--- config.mk ---
export PLATFORM = sky130hd
export DESIGN_NAME = vector_addsub_pipe
export DESIGN_NICKNAME = d
export VERILOG_FILES = /design/src/rtl/vector_alu_pkg.sv /design/src/rtl/lane_addsub_sat.sv /design/src/rtl/vector_addsub_pipe.sv
export SDC_FILE = /design/constraint.sdc
export NUM_CORES = 1
export LEC_CHECK = 0
export ABC_AREA = 1
export BUFFER_PORTS_ARGS = -buffer_cell sky130_fd_sc_hd__buf_2
export CORE_ASPECT_RATIO = 0.75
export CORE_MARGIN = 5
export CORE_UTILIZATION = 35
export DETAILED_ROUTE_END_ITERATION = 10
export GPL_TIMING_DRIVEN = 0
export SETUP_SLACK_MARGIN = 0.3
export SLEW_MARGIN = 40
export SYNTH_ARGS = -nofsm -noshare
export SYNTH_HDL_FRONTEND = slang
export SYNTH_SLANG_ARGS = --single-unit
export TNS_END_PERCENT = 1
--- constraint.sdc ---
create_clock -name clk -period 6.7 [get_ports clk]
set_input_delay 0.335 -clock clk [delete_from_list [all_inputs] [get_ports clk]]
set_output_delay 0.335 -clock clk [all_outputs]
set_load 0.05 [all_outputs]
--- src/rtl/vector_alu_pkg.sv ---
// Shared types and width-derived saturation constants for the vector add/sub ALU.
package vector_alu_pkg;

  localparam int LANE_W = 8;

  typedef logic [LANE_W-1:0] lane_t;

  typedef struct packed {
    logic sub;
    logic sat;
    logic sgn;
  } alu_op_t;

  function automatic logic [63:0] umax_of(input int w);
    return (64'd1 << w) - 64'd1;
  endfunction

  function automatic logic [63:0] smax_of(input int w);
    return umax_of(w - 1);
  endfunction

  function automatic logic [63:0] smin_of(input int w);
    return 64'd1 << (w - 1);
  endfunction

endpackage

--- src/rtl/lane_addsub_sat.sv ---
// Single-lane add/sub with wrap or signed/unsigned saturation and C/V/N/Z flags.
// Purely combinational; no handshake, the enclosing pipeline owns timing.
module lane_addsub_sat
  import vector_alu_pkg::*;
#(
  parameter int W = 8
) (
  input  logic [W-1:0] a,
  input  logic [W-1:0] b,
  input  alu_op_t      op,
  input  logic         en,
  output logic [W-1:0] res,
  output logic         c,
  output logic         v,
  output logic         n,
  output logic         z
);

  localparam logic [63:0] SMAX64 = smax_of(W);
  localparam logic [63:0] SMIN64 = smin_of(W);
  localparam logic [63:0] UMAX64 = umax_of(W);
  localparam logic [W-1:0] SMAX = SMAX64[W-1:0];
  localparam logic [W-1:0] SMIN = SMIN64[W-1:0];
  localparam logic [W-1:0] UMAX = UMAX64[W-1:0];

  logic [W-1:0] b_eff;
  logic [W-1:0] sat_val;
  logic [W:0]   raw;
  logic         carry;
  logic         ovf;
  logic         clamp;

  always_comb begin
    b_eff   = op.sub ? ~b : b;
    raw     = {1'b0, a} + {1'b0, b_eff} + {{W{1'b0}}, op.sub};
    carry   = raw[W];
    ovf     = (a[W-1] == b_eff[W-1]) && (raw[W-1] != a[W-1]);
    clamp   = 1'b0;
    sat_val = raw[W-1:0];
    if (op.sat) begin
      if (op.sgn) begin
        clamp   = ovf;
        sat_val = a[W-1] ? SMIN : SMAX;
      end else if (op.sub) begin
        // unsigned subtract: carry-out low means a borrow occurred
        clamp   = !carry;
        sat_val = '0;
      end else begin
        clamp   = carry;
        sat_val = UMAX;
      end
    end
    res = clamp ? sat_val : raw[W-1:0];
    c   = carry;
    v   = ovf;
    n   = res[W-1];
    z   = (res == '0);
    if (!en) begin
      res = a;
      c   = 1'b0;
      v   = 1'b0;
      n   = 1'b0;
      z   = 1'b0;
    end
  end

endmodule

--- src/rtl/vector_addsub_pipe.sv ---
// Two-stage SIMD add/sub: stage 1 captures operands, stage 2 registers lane results/flags.
// Latency 2; valid/ready with per-stage skid so in_ready drops only when both stages hold data.
module vector_addsub_pipe
  import vector_alu_pkg::*;
#(
  parameter int DATA_WIDTH = 8,
  parameter int LANES      = 8
) (
  input  logic                                 clk,
  input  logic                                 rst,
  input  logic                                 in_valid,
  output logic                                 in_ready,
  input  logic [LANES-1:0][DATA_WIDTH-1:0]     operand1,
  input  logic [LANES-1:0][DATA_WIDTH-1:0]     operand2,
  input  logic                                 op_sub,
  input  logic                                 op_sat,
  input  logic                                 op_signed,
  input  logic [LANES-1:0]                     lane_en,
  output logic                                 out_valid,
  input  logic                                 out_ready,
  output logic [LANES-1:0][DATA_WIDTH-1:0]     result,
  output logic [LANES-1:0]                     C,
  output logic [LANES-1:0]                     V,
  output logic [LANES-1:0]                     N,
  output logic [LANES-1:0]                     Z
);

  logic                             s1_valid;
  logic                             s2_valid;
  logic                             s1_ready;
  logic                             s2_ready;
  logic [LANES-1:0][DATA_WIDTH-1:0] s1_a;
  logic [LANES-1:0][DATA_WIDTH-1:0] s1_b;
  alu_op_t                          s1_op;
  logic [LANES-1:0]                 s1_en;
  logic [LANES-1:0][DATA_WIDTH-1:0] lane_res;
  logic [LANES-1:0]                 lane_c;
  logic [LANES-1:0]                 lane_v;
  logic [LANES-1:0]                 lane_n;
  logic [LANES-1:0]                 lane_z;

  assign s2_ready  = !s2_valid || out_ready;
  assign s1_ready  = !s1_valid || s2_ready;
  assign in_ready  = s1_ready;
  assign out_valid = s2_valid;

  always_ff @(posedge clk) begin
    if (rst) begin
      s1_valid <= 1'b0;
      s1_a     <= '0;
      s1_b     <= '0;
      s1_op    <= '0;
      s1_en    <= '0;
    end else if (s1_ready) begin
      s1_valid <= in_valid;
      if (in_valid) begin
        s1_a  <= operand1;
        s1_b  <= operand2;
        s1_op <= '{sub: op_sub, sat: op_sat, sgn: op_signed};
        s1_en <= lane_en;
      end
    end
  end

  // Outputs only change when stage 2 advances, so a stalled result is held bit-exact.
  always_ff @(posedge clk) begin
    if (rst) begin
      s2_valid <= 1'b0;
      result   <= '0;
      C        <= '0;
      V        <= '0;
      N        <= '0;
      Z        <= '0;
    end else if (s2_ready) begin
      s2_valid <= s1_valid;
      if (s1_valid) begin
        result <= lane_res;
        C      <= lane_c;
        V      <= lane_v;
        N      <= lane_n;
        Z      <= lane_z;
      end
    end
  end

  for (genvar i = 0; i < LANES; i++) begin : g_lane
    lane_addsub_sat #(
      .W (DATA_WIDTH)
    ) u_lane (
      .a   (s1_a[i]),
      .b   (s1_b[i]),
      .op  (s1_op),
      .en  (s1_en[i]),
      .res (lane_res[i]),
      .c   (lane_c[i]),
      .v   (lane_v[i]),
      .n   (lane_n[i]),
      .z   (lane_z[i])
    );
  end

endmodule

==> Implementation_results.wiki, run 1 <==
{| class="wikitable"
! Metric !! Value
|-
| Run status || complete, no violations
|-
| Data arrival time of the critical path || 4.28 ns
|-
| Power share of the sequential group || 38.4%
|-
| Count of final hold-check violations || 0
|-
| Count of endpoints failing setup in the final report || 0
|-
| Count of boundary I/O pins || 241
|-
| Clock buffers created by TritonCTS || 27
|-
| Via/cell ratio || 4.971
|-
| Post-CTS repair timing setup buffer count || 0
|-
| Proportion of total power due to net switching || 33.54%
|-
| Cells resized by post-CTS repair || 0
|-
| Worst slew margin relative to its limit || 41.38%
|-
| Fmax || 263.0 MHz
|-
| Share of the clock period used by the worst path || 56.76%
|-
| Number of global-route vias before repair || 13,090
|-
| Cell family with the largest share of critical-path delay || buffers and inverters
|-
| Total wirelength of the detailed-routed design || 51.05 mm
|-
| Required time of the worst setup path || 7.18 ns
|-
| Classification of the worst setup path || flop to flop
|-
| Clk sinks || 237
|-
| First-pass detailed-route iteration total || 8
|-
| Power density normalized to cell area || 246.7 nW/um^2
|-
| Wire length per cell after detailed routing || 18.55 um
|-
| Comb power frac || 24.7%
|-
| Clock tree from TritonCTS || built
|-
| Most used cell along the critical path || sky130_fd_sc_hd__nand2_1
|-
| Fill cells || 4,072
|-
| Die span in y || 180.8 um
|-
| Capturing element type of the critical path || flop
|-
| Total GRT Usage || 22.49%
|-
| Post-Route Setup TNS || 0 ns
|-
| ANT nets after route || 0
|-
| Global-route congestion overflow total || 0
|-
| Power share of the clock group || 37.0%
|-
| Number of nets in the layout || 2,434
|-
| Cell type of the slowest stage on the worst timing path || sky130_fd_sc_hd__dfxtp_1
|-
| Minimum hold slack || 0.02955 ns
|-
| H-tree Lvls || 1
|-
| Gate Count Post-Synth || 1,951
|-
| PortBufs || 239
|-
| Crit path buffers/inverters || 4
|-
| Clock slew at the register clock pins of the worst setup and hold paths || 0.06 ns
|-
| DRC marker count from the first detailed-route iteration || 1,056
|-
| Maximum vdd drop || 0.0001768 V
|-
| Pin count of the biggest net entering global routing || 13
|-
| Global-route wire length before repair || 75.69 mm
|-
| Total nets after synthesis || 2,166
|-
| NetSw || 1.352 mW
|-
| Maximum buffer depth of the clock tree || 3
|-
| Setup repair after global routing missed its margin || no
|-
| Clk_skew || 0.01729 ns
|-
| Buffer cell driving the clock tree root || sky130_fd_sc_hd__clkbuf_16
|-
| Skew-Pair Late Insertion Delay || 0.56 ns
|-
| Area inside the core boundary || 38,400 sq um
|-
| Max incr delay on CP || 0.58 ns
|-
| Final RePlAce weighted congestion || 0.9437
|-
| Final critical delay including setup and external delays || 3.803 ns
|-
| Number of warnings printed during yosys synthesis || 0
|-
| Cell area after technology mapping || 13,620 sq um
|-
| Sequence of cells on the critical path || buf_6, buf_2, buf_2, xor2_1, fa_1, nand3_1, nand2_1, nand4_1, nand3_1, nand2_1, nor2_1, nand3_1, nand2_1, inv_1, nand2_1, nand2_1, a21oi_1
|-
| Die area || 42,990 sq um
|-
| Initial Utilization || 35.46%
|-
| Sequential area share after synthesis || 34.84%
|-
| Antenna violations before repair || 3
|-
| Via count || 13,680
|-
| Per-instance average area after synthesis || 6.980 sq um
|-
| Drt drc || 0
|-
| #FFs+latches synth || 237
|-
| Pint || 2.680 mW
|-
| Cell variety after synth || 32
|-
| Maximum fanout count along the critical path || 10
|-
| Leakage power figure || 8.044 nW
|-
| Hold Buf Count CTS || 0
|-
| CP Launch Type || flop
|-
| Max-cap viol count || 0
|-
| Utilization of the core after routing || 42.57%
|-
| Total power || 4.032 mW
|-
| Classification of the worst-slack hold path || input port to flop
|-
| DPL Wire Length || 38.92 mm
|-
| Max-slew violation count || 0
|-
| Synthesis-to-finish area growth || 20.03%
|-
| Horizontal extent of the die || 237.8 um
|-
| # rows || 62
|-
| Pin slew with the least headroom to its limit || 0.8793 ns
|-
| Layout cell share with drive strength beyond 1 || 16.93%
|}
==> final timing paths <==
kind	end	depth (start not counted)	start	slack (ns)
worst min register to register	result[0]	2	result[0]	0.46
worst min-delay path	s1_a[12]	3	operand1[12]	0.03
worst max register to register	result[37]	17	s1_op[2]	2.90
worst max-delay path	result[37]	17	s1_op[2]	2.90
==> synthesized netlist by cell type <==
library cell,n,area (sq um)
sky130_fd_sc_hd__a211oi_1,70,525.5
sky130_fd_sc_hd__clkbuf_1,76,285.3
sky130_fd_sc_hd__o21ai_1,3,15.01
sky130_fd_sc_hd__fa_1,8,160.2
sky130_fd_sc_hd__nand3b_1,1,7.510
sky130_fd_sc_hd__nand4_1,17,106.4
sky130_fd_sc_hd__nor2_8,1,20.02
sky130_fd_sc_hd__dfxtp_1,237,4745
sky130_fd_sc_hd__nand2_4,9,101.4
sky130_fd_sc_hd__buf_1,2,7.510
sky130_fd_sc_hd__clkinv_1,8,30.03
sky130_fd_sc_hd__buf_2,9,45.04
sky130_fd_sc_hd__o21a_1,5,37.54
sky130_fd_sc_hd__a21oi_1,244,1221
sky130_fd_sc_hd__nand2_1,623,2338
sky130_fd_sc_hd__buf_4,1,7.510
sky130_fd_sc_hd__inv_1,144,540.5
sky130_fd_sc_hd__a21o_1,7,52.55
sky130_fd_sc_hd__o41ai_1,1,8.760
sky130_fd_sc_hd__a21oi_2,6,52.55
sky130_fd_sc_hd__ha_1,64,800.8
sky130_fd_sc_hd__o31ai_1,8,60.06
sky130_fd_sc_hd__o21bai_1,8,60.06
sky130_fd_sc_hd__nor2_1,135,506.7
sky130_fd_sc_hd__buf_6,7,78.83
sky130_fd_sc_hd__o21ai_0,20,100.1
sky130_fd_sc_hd__o21ai_2,8,70.07
sky130_fd_sc_hd__xor2_1,107,937.2
sky130_fd_sc_hd__nand3_2,10,100.1
sky130_fd_sc_hd__nand3_1,73,365.4
sky130_fd_sc_hd__inv_2,5,18.77
sky130_fd_sc_hd__nand2_2,34,212.7
==> registers in the layout, summed over array words and instances (netlist names) <==
signal	cells
s1_b	64
out_valid	1
result	64
N	8
C	8
s1_valid	1
s1_en	8
s1_op	3
s1_a	64
V	8
Z	8
==> power groups by stage <==
stage	combinational, mW	sequential (mW)	clock [mW]
finish	0.995	1.55	1.49
global route	1.10	1.56	1.58
CTS	0.990	1.55	1.52
detailed placement	0.985	1.58	0
global placement	0.975	1.58	0
floorplan	0.622	1.65	0
==> kinds of logic (layout without fill, tap and decap cells) <==
| kind of cell | Yosys count | in the layout | synth area share [%] |
|---|---|---|---|
| AND/OR/NAND/NOR | 903 | 903 | 27.60 |
| XOR/XNOR | 107 | 107 | 6.882 |
| flip-flops | 237 | 237 | 34.84 |
| AO/OA/AOI/OAI | 380 | 380 | 16.18 |
| buffers and inverters | 252 | 539 | 7.442 |
| adder cells (fa/ha/maj) | 72 | 72 | 7.056 |
| other | 0 | 2 | 0 |
==> cell usage in the layout, fill, tap and decap left out, types with 2 or more instances in the layout <==
cell type	n
sky130_fd_sc_hd__nand2_1	623
sky130_fd_sc_hd__buf_2	249
sky130_fd_sc_hd__a21oi_1	244
sky130_fd_sc_hd__dfxtp_1	237
sky130_fd_sc_hd__inv_1	144
sky130_fd_sc_hd__nor2_1	135
sky130_fd_sc_hd__xor2_1	107
sky130_fd_sc_hd__clkbuf_1	75
sky130_fd_sc_hd__nand3_1	73
sky130_fd_sc_hd__a211oi_1	70
sky130_fd_sc_hd__ha_1	64
sky130_fd_sc_hd__nand2_2	34
sky130_fd_sc_hd__clkbuf_16	27
sky130_fd_sc_hd__o21ai_0	20
sky130_fd_sc_hd__nand4_1	17
sky130_fd_sc_hd__nand3_2	10
sky130_fd_sc_hd__nand2_4	9
sky130_fd_sc_hd__clkinv_1	8
sky130_fd_sc_hd__o21bai_1	8
sky130_fd_sc_hd__o31ai_1	8
sky130_fd_sc_hd__o21ai_2	8
sky130_fd_sc_hd__fa_1	8
sky130_fd_sc_hd__clkbuf_8	8
sky130_fd_sc_hd__buf_6	7
sky130_fd_sc_hd__clkbuf_2	7
sky130_fd_sc_hd__a21o_1	7
sky130_fd_sc_hd__a21oi_2	6
sky130_fd_sc_hd__inv_2	5
sky130_fd_sc_hd__o21a_1	5
sky130_fd_sc_hd__clkinv_2	4
sky130_fd_sc_hd__o21ai_1	3
sky130_fd_sc_hd__diode_2	2
==> through the flow <==
stage	instances	setup WS (ns)	cell area (sq um)
finish	2752	2.897	16350
global route	2751	2.585	16340
CTS	2750	2.942	16340
detailed placement	2702	2.972	15460
global placement	2702	2.808	15450
floorplan	1951	3.917	13620
==> cell type report <==
type | count | area, sq um | area share (%)
Multi-Input combinational cell | 1462 | 7860 | 48.09
Clock buffer | 41 | 808.3 | 4.945
Buffer | 95 | 434.2 | 2.656
Tap cell | 512 | 640.6 | 3.919
Timing Repair Buffer | 239 | 1196 | 7.318
Antenna cell | 2 | 5.005 | 0.03062
Inverter | 157 | 589.3 | 3.605
Clock inverter | 7 | 67.56 | 0.4133
Sequential cell | 237 | 4745 | 29.03
==> layer usage <==
metal | wire, um | GRT usage (%)
met3 | 3916 | 5.319
met4 | 1875 | 7.016
met5 | 13 | 0
met2 | 22070 | 35.15
met1 | 23180 | 30.83
==> worst min-delay path: cells and delay by family <==
family | cells | cell delay, ns
AOI/OAI and AO/OA | 1 | 0.05
buffers and inverters | 1 | 0.10
and+or+nand+nor | 1 | 0.05
Power figures use the tool's default switching activity.
==> run 2: changes to the inputs <==
==> constraint.sdc (replaced) <==
create_clock -name clk -period 3.9 [get_ports clk]
set_input_delay 0.195 -clock clk [delete_from_list [all_inputs] [get_ports clk]]
set_output_delay 0.195 -clock clk [all_outputs]
set_load 0.05 [all_outputs]
==> Implementation_results.wiki, run 2 (same netlist as run 1, synthesis figures left out) <==
{| class="wikitable"
! Metric !! Value
|-
| Minimum hold slack || 0.3412 ns
|-
| Classification of the worst setup path || flop to flop
|-
| ANT nets after route || 0
|-
| Die area || 42,990 sq um
|-
| Number of cell instances on the worst register-to-register path || 16
|-
| Capturing element type of the critical path || flop
|-
| Critical Path Start || s1_op[2]
|-
| Via count || 14,270
|-
| PortBufs || 239
|-
| Post-place setup slack || 0.1716 ns
|-
| Buffer cell driving the clock tree root || sky130_fd_sc_hd__clkbuf_16
|-
| Total wirelength of the detailed-routed design || 52.22 mm
|-
| Number of global-route vias before repair || 13,810
|-
| Power density normalized to cell area || 396.0 nW/um^2
|-
| Clk sinks || 237
|-
| Registers with the most flip-flops || result (64), s1_a (64), s1_b (64)
|-
| Antenna violations before repair || 0
|-
| Clock tree from TritonCTS || built
|-
| Maximum buffer depth of the clock tree || 3
|-
| Final RePlAce weighted congestion || 0.9437
|-
| Post-CTS repair timing setup buffer count || 0
|-
| Pin slew with the least headroom to its limit || 0.9107 ns
|-
| Global-route wire length before repair || 78.23 mm
|-
| Total power || 7.041 mW
|-
| Highest-count cells in the layout ignoring fill and taps || 623 x sky130_fd_sc_hd__nand2_1, 244 x sky130_fd_sc_hd__buf_2, 244 x sky130_fd_sc_hd__a21oi_1
|-
| Wire length per cell after detailed routing || 18.07 um
|-
| # rows || 62
|-
| Max-cap viol count || 0
|-
| DPL Wire Length || 38.92 mm
|-
| Max incr delay on CP || 0.48 ns
|-
| Register-to-register path setup slack || 0.44 ns
|-
| Worst-case setup margin in the final layout || 0.4419 ns
|-
| Most used cell along the critical path || sky130_fd_sc_hd__a21oi_1
|-
| Max-slew violation count || 0
|-
| Total GRT Usage || 23.14%
|-
| Clock buffers created by TritonCTS || 27
|-
| Leakage power figure || 8.632 nW
|-
| Die span in y || 180.8 um
|-
| Initial Utilization || 35.46%
|-
| Clock slew at the register clock pins of the worst setup and hold paths || 0.06 ns
|-
| Layout cell share with drive strength beyond 1 || 16.06%
|-
| Horizontal extent of the die || 237.8 um
|-
| Count of endpoints failing setup in the final report || 0
|-
| Sequence of cells on the critical path || buf_6, buf_2, xor2_1, ha_1, inv_1, o21bai_1, a21oi_1, a21oi_1, nor2_1, nand2_2, buf_6, o21ai_2, nand2_1, inv_1, nand3_1, a21oi_1
|-
| Area inside the core boundary || 38,400 sq um
|-
| Via/cell ratio || 4.938
|-
| Skew-Pair Late Insertion Delay || 0.56 ns
|-
| Data arrival time of the critical path || 3.94 ns
|-
| End of the worst register-to-register path || Z[5]
|-
| Cell family with the largest share of critical-path delay || buffers and inverters
|-
| CP Launch Type || flop
|-
| Cell type of the slowest stage on the worst timing path || sky130_fd_sc_hd__buf_2
|-
| Critical path depth in cells || 16
|-
| Share of the clock period used by the worst path || 88.67%
|-
| Maximum fanout count along the critical path || 10
|-
| Pin count of the biggest net entering global routing || 13
|-
| End of the critical path || Z[5]
|-
| Number of nets in the layout || 2,574
|-
| H-tree Lvls || 1
|-
| Synthesis-to-finish area growth || 30.58%
|-
| Antenna cells || 0
|-
| Count of boundary I/O pins || 241
|-
| Final critical delay including setup and external delays || 3.458 ns
|-
| Clk_skew || 0.01877 ns
|-
| Classification of the worst-slack hold path || input port to flop
|-
| Post-Route Setup TNS || 0 ns
|-
| First-pass detailed-route iteration total || 8
|-
| Drt drc || 0
|-
| Run status || complete, no violations
|-
| Fmax || 289.2 MHz
|-
| Count of final hold-check violations || 0
|-
| Commonest non-fill, non-tap cell in the layout || sky130_fd_sc_hd__nand2_1
|-
| Utilization of the core after routing || 46.31%
|-
| Global-route congestion overflow total || 0
|-
| Source of the worst register-to-register timing path || s1_op[2]
|-
| Crit path buffers/inverters || 5
|-
| Maximum vdd drop || 0.0003066 V
|-
| Required time of the worst setup path || 4.39 ns
|-
| Worst slew margin relative to its limit || 39.28%
|-
| Setup repair after global routing missed its margin || yes
|-
| DRC marker count from the first detailed-route iteration || 1,061
|}
run 2: cell types whose count changed in the layout (fill, tap and decap cells not counted), sizes merged:
| cell | before | now |
|---|---|---|
| diode | 2 | 0 |
| dlygate4sd3 | 0 | 140 |
| clkbuf | 117 | 118 |
| buf | 258 | 257 |
run 2: repair_timing:
| action | in CTS | in global routing |
|---|---|---|
| resized for setup | 4 | 8 |
| hold buffers | 140 | 0 |
| endpoints found under the hold margin | 141 | 0 |
| pin swaps | 0 | 0 |
| setup endpoints to repair | 53 | 55 |
run 2: worst min path at each step:
stage | start | end | slack [ns] | cells past startpoint
5_1_grt | rst | s1_en[5] | 0.31 | 2
6_report | rst | s1_en[5] | 0.34 | 2
2_1_floorplan | operand1[10] | s1_a[10] | 0.34 | 2
3_3_place_gp | operand2[34] | s1_b[34] | 0.45 | 3
4_1_cts | rst | s1_en[5] | 0.30 | 2
3_5_place_dp | operand2[33] | s1_b[33] | 0.45 | 3
run 2: power breakdown:
group | switching (mW) | internal, mW | total (mW)
clock network | 1.07 | 1.49 | 2.56
logic | 1.17 | 0.654 | 1.83
registers | 0.0998 | 2.56 | 2.66
run 2: final cells by class:
type                    count  area (sq um)
repair buffers            379          2597
inverters                 157         589.3
clock inverters             7         67.56
clock buffers              41         808.3
well taps                 512         640.6
fillers                  3932         20620
multi-input cells        1462          7875
flip-flops and latches    237          4746
plain buffers              95         457.9
run 2: worst register-to-register path: cells and delay by family, from the launching register on:
kind | cells | cell delay [ns]
adder cells (fa/ha/maj) | 1 | 0.31
flip-flops | 1 | 0.45
XOR/XNOR | 1 | 0.34
AND/OR/NAND/NOR | 4 | 0.56
AO/OA/AOI/OAI | 5 | 0.60
buffers and inverters | 5 | 1.14
run 2: through the flow:
stage          area (sq um)  cells
2_1_floorplan         13620   1951
5_1_grt               17780   2890
4_1_cts               17750   2890
3_3_place_gp          15450   2702
6_report              17780   2890
3_5_place_dp          15460   2702
run 2: per-layer routing:
metal / wire length, um / part of all wire [%] / track usage (%)
met2: 23040 / 44 / 37.00
met1: 23360 / 45 / 31.16
met3: 4073 / 7.8 / 5.258
met4: 1751 / 3.4 / 7.224
met5: 0 / 0 / 0
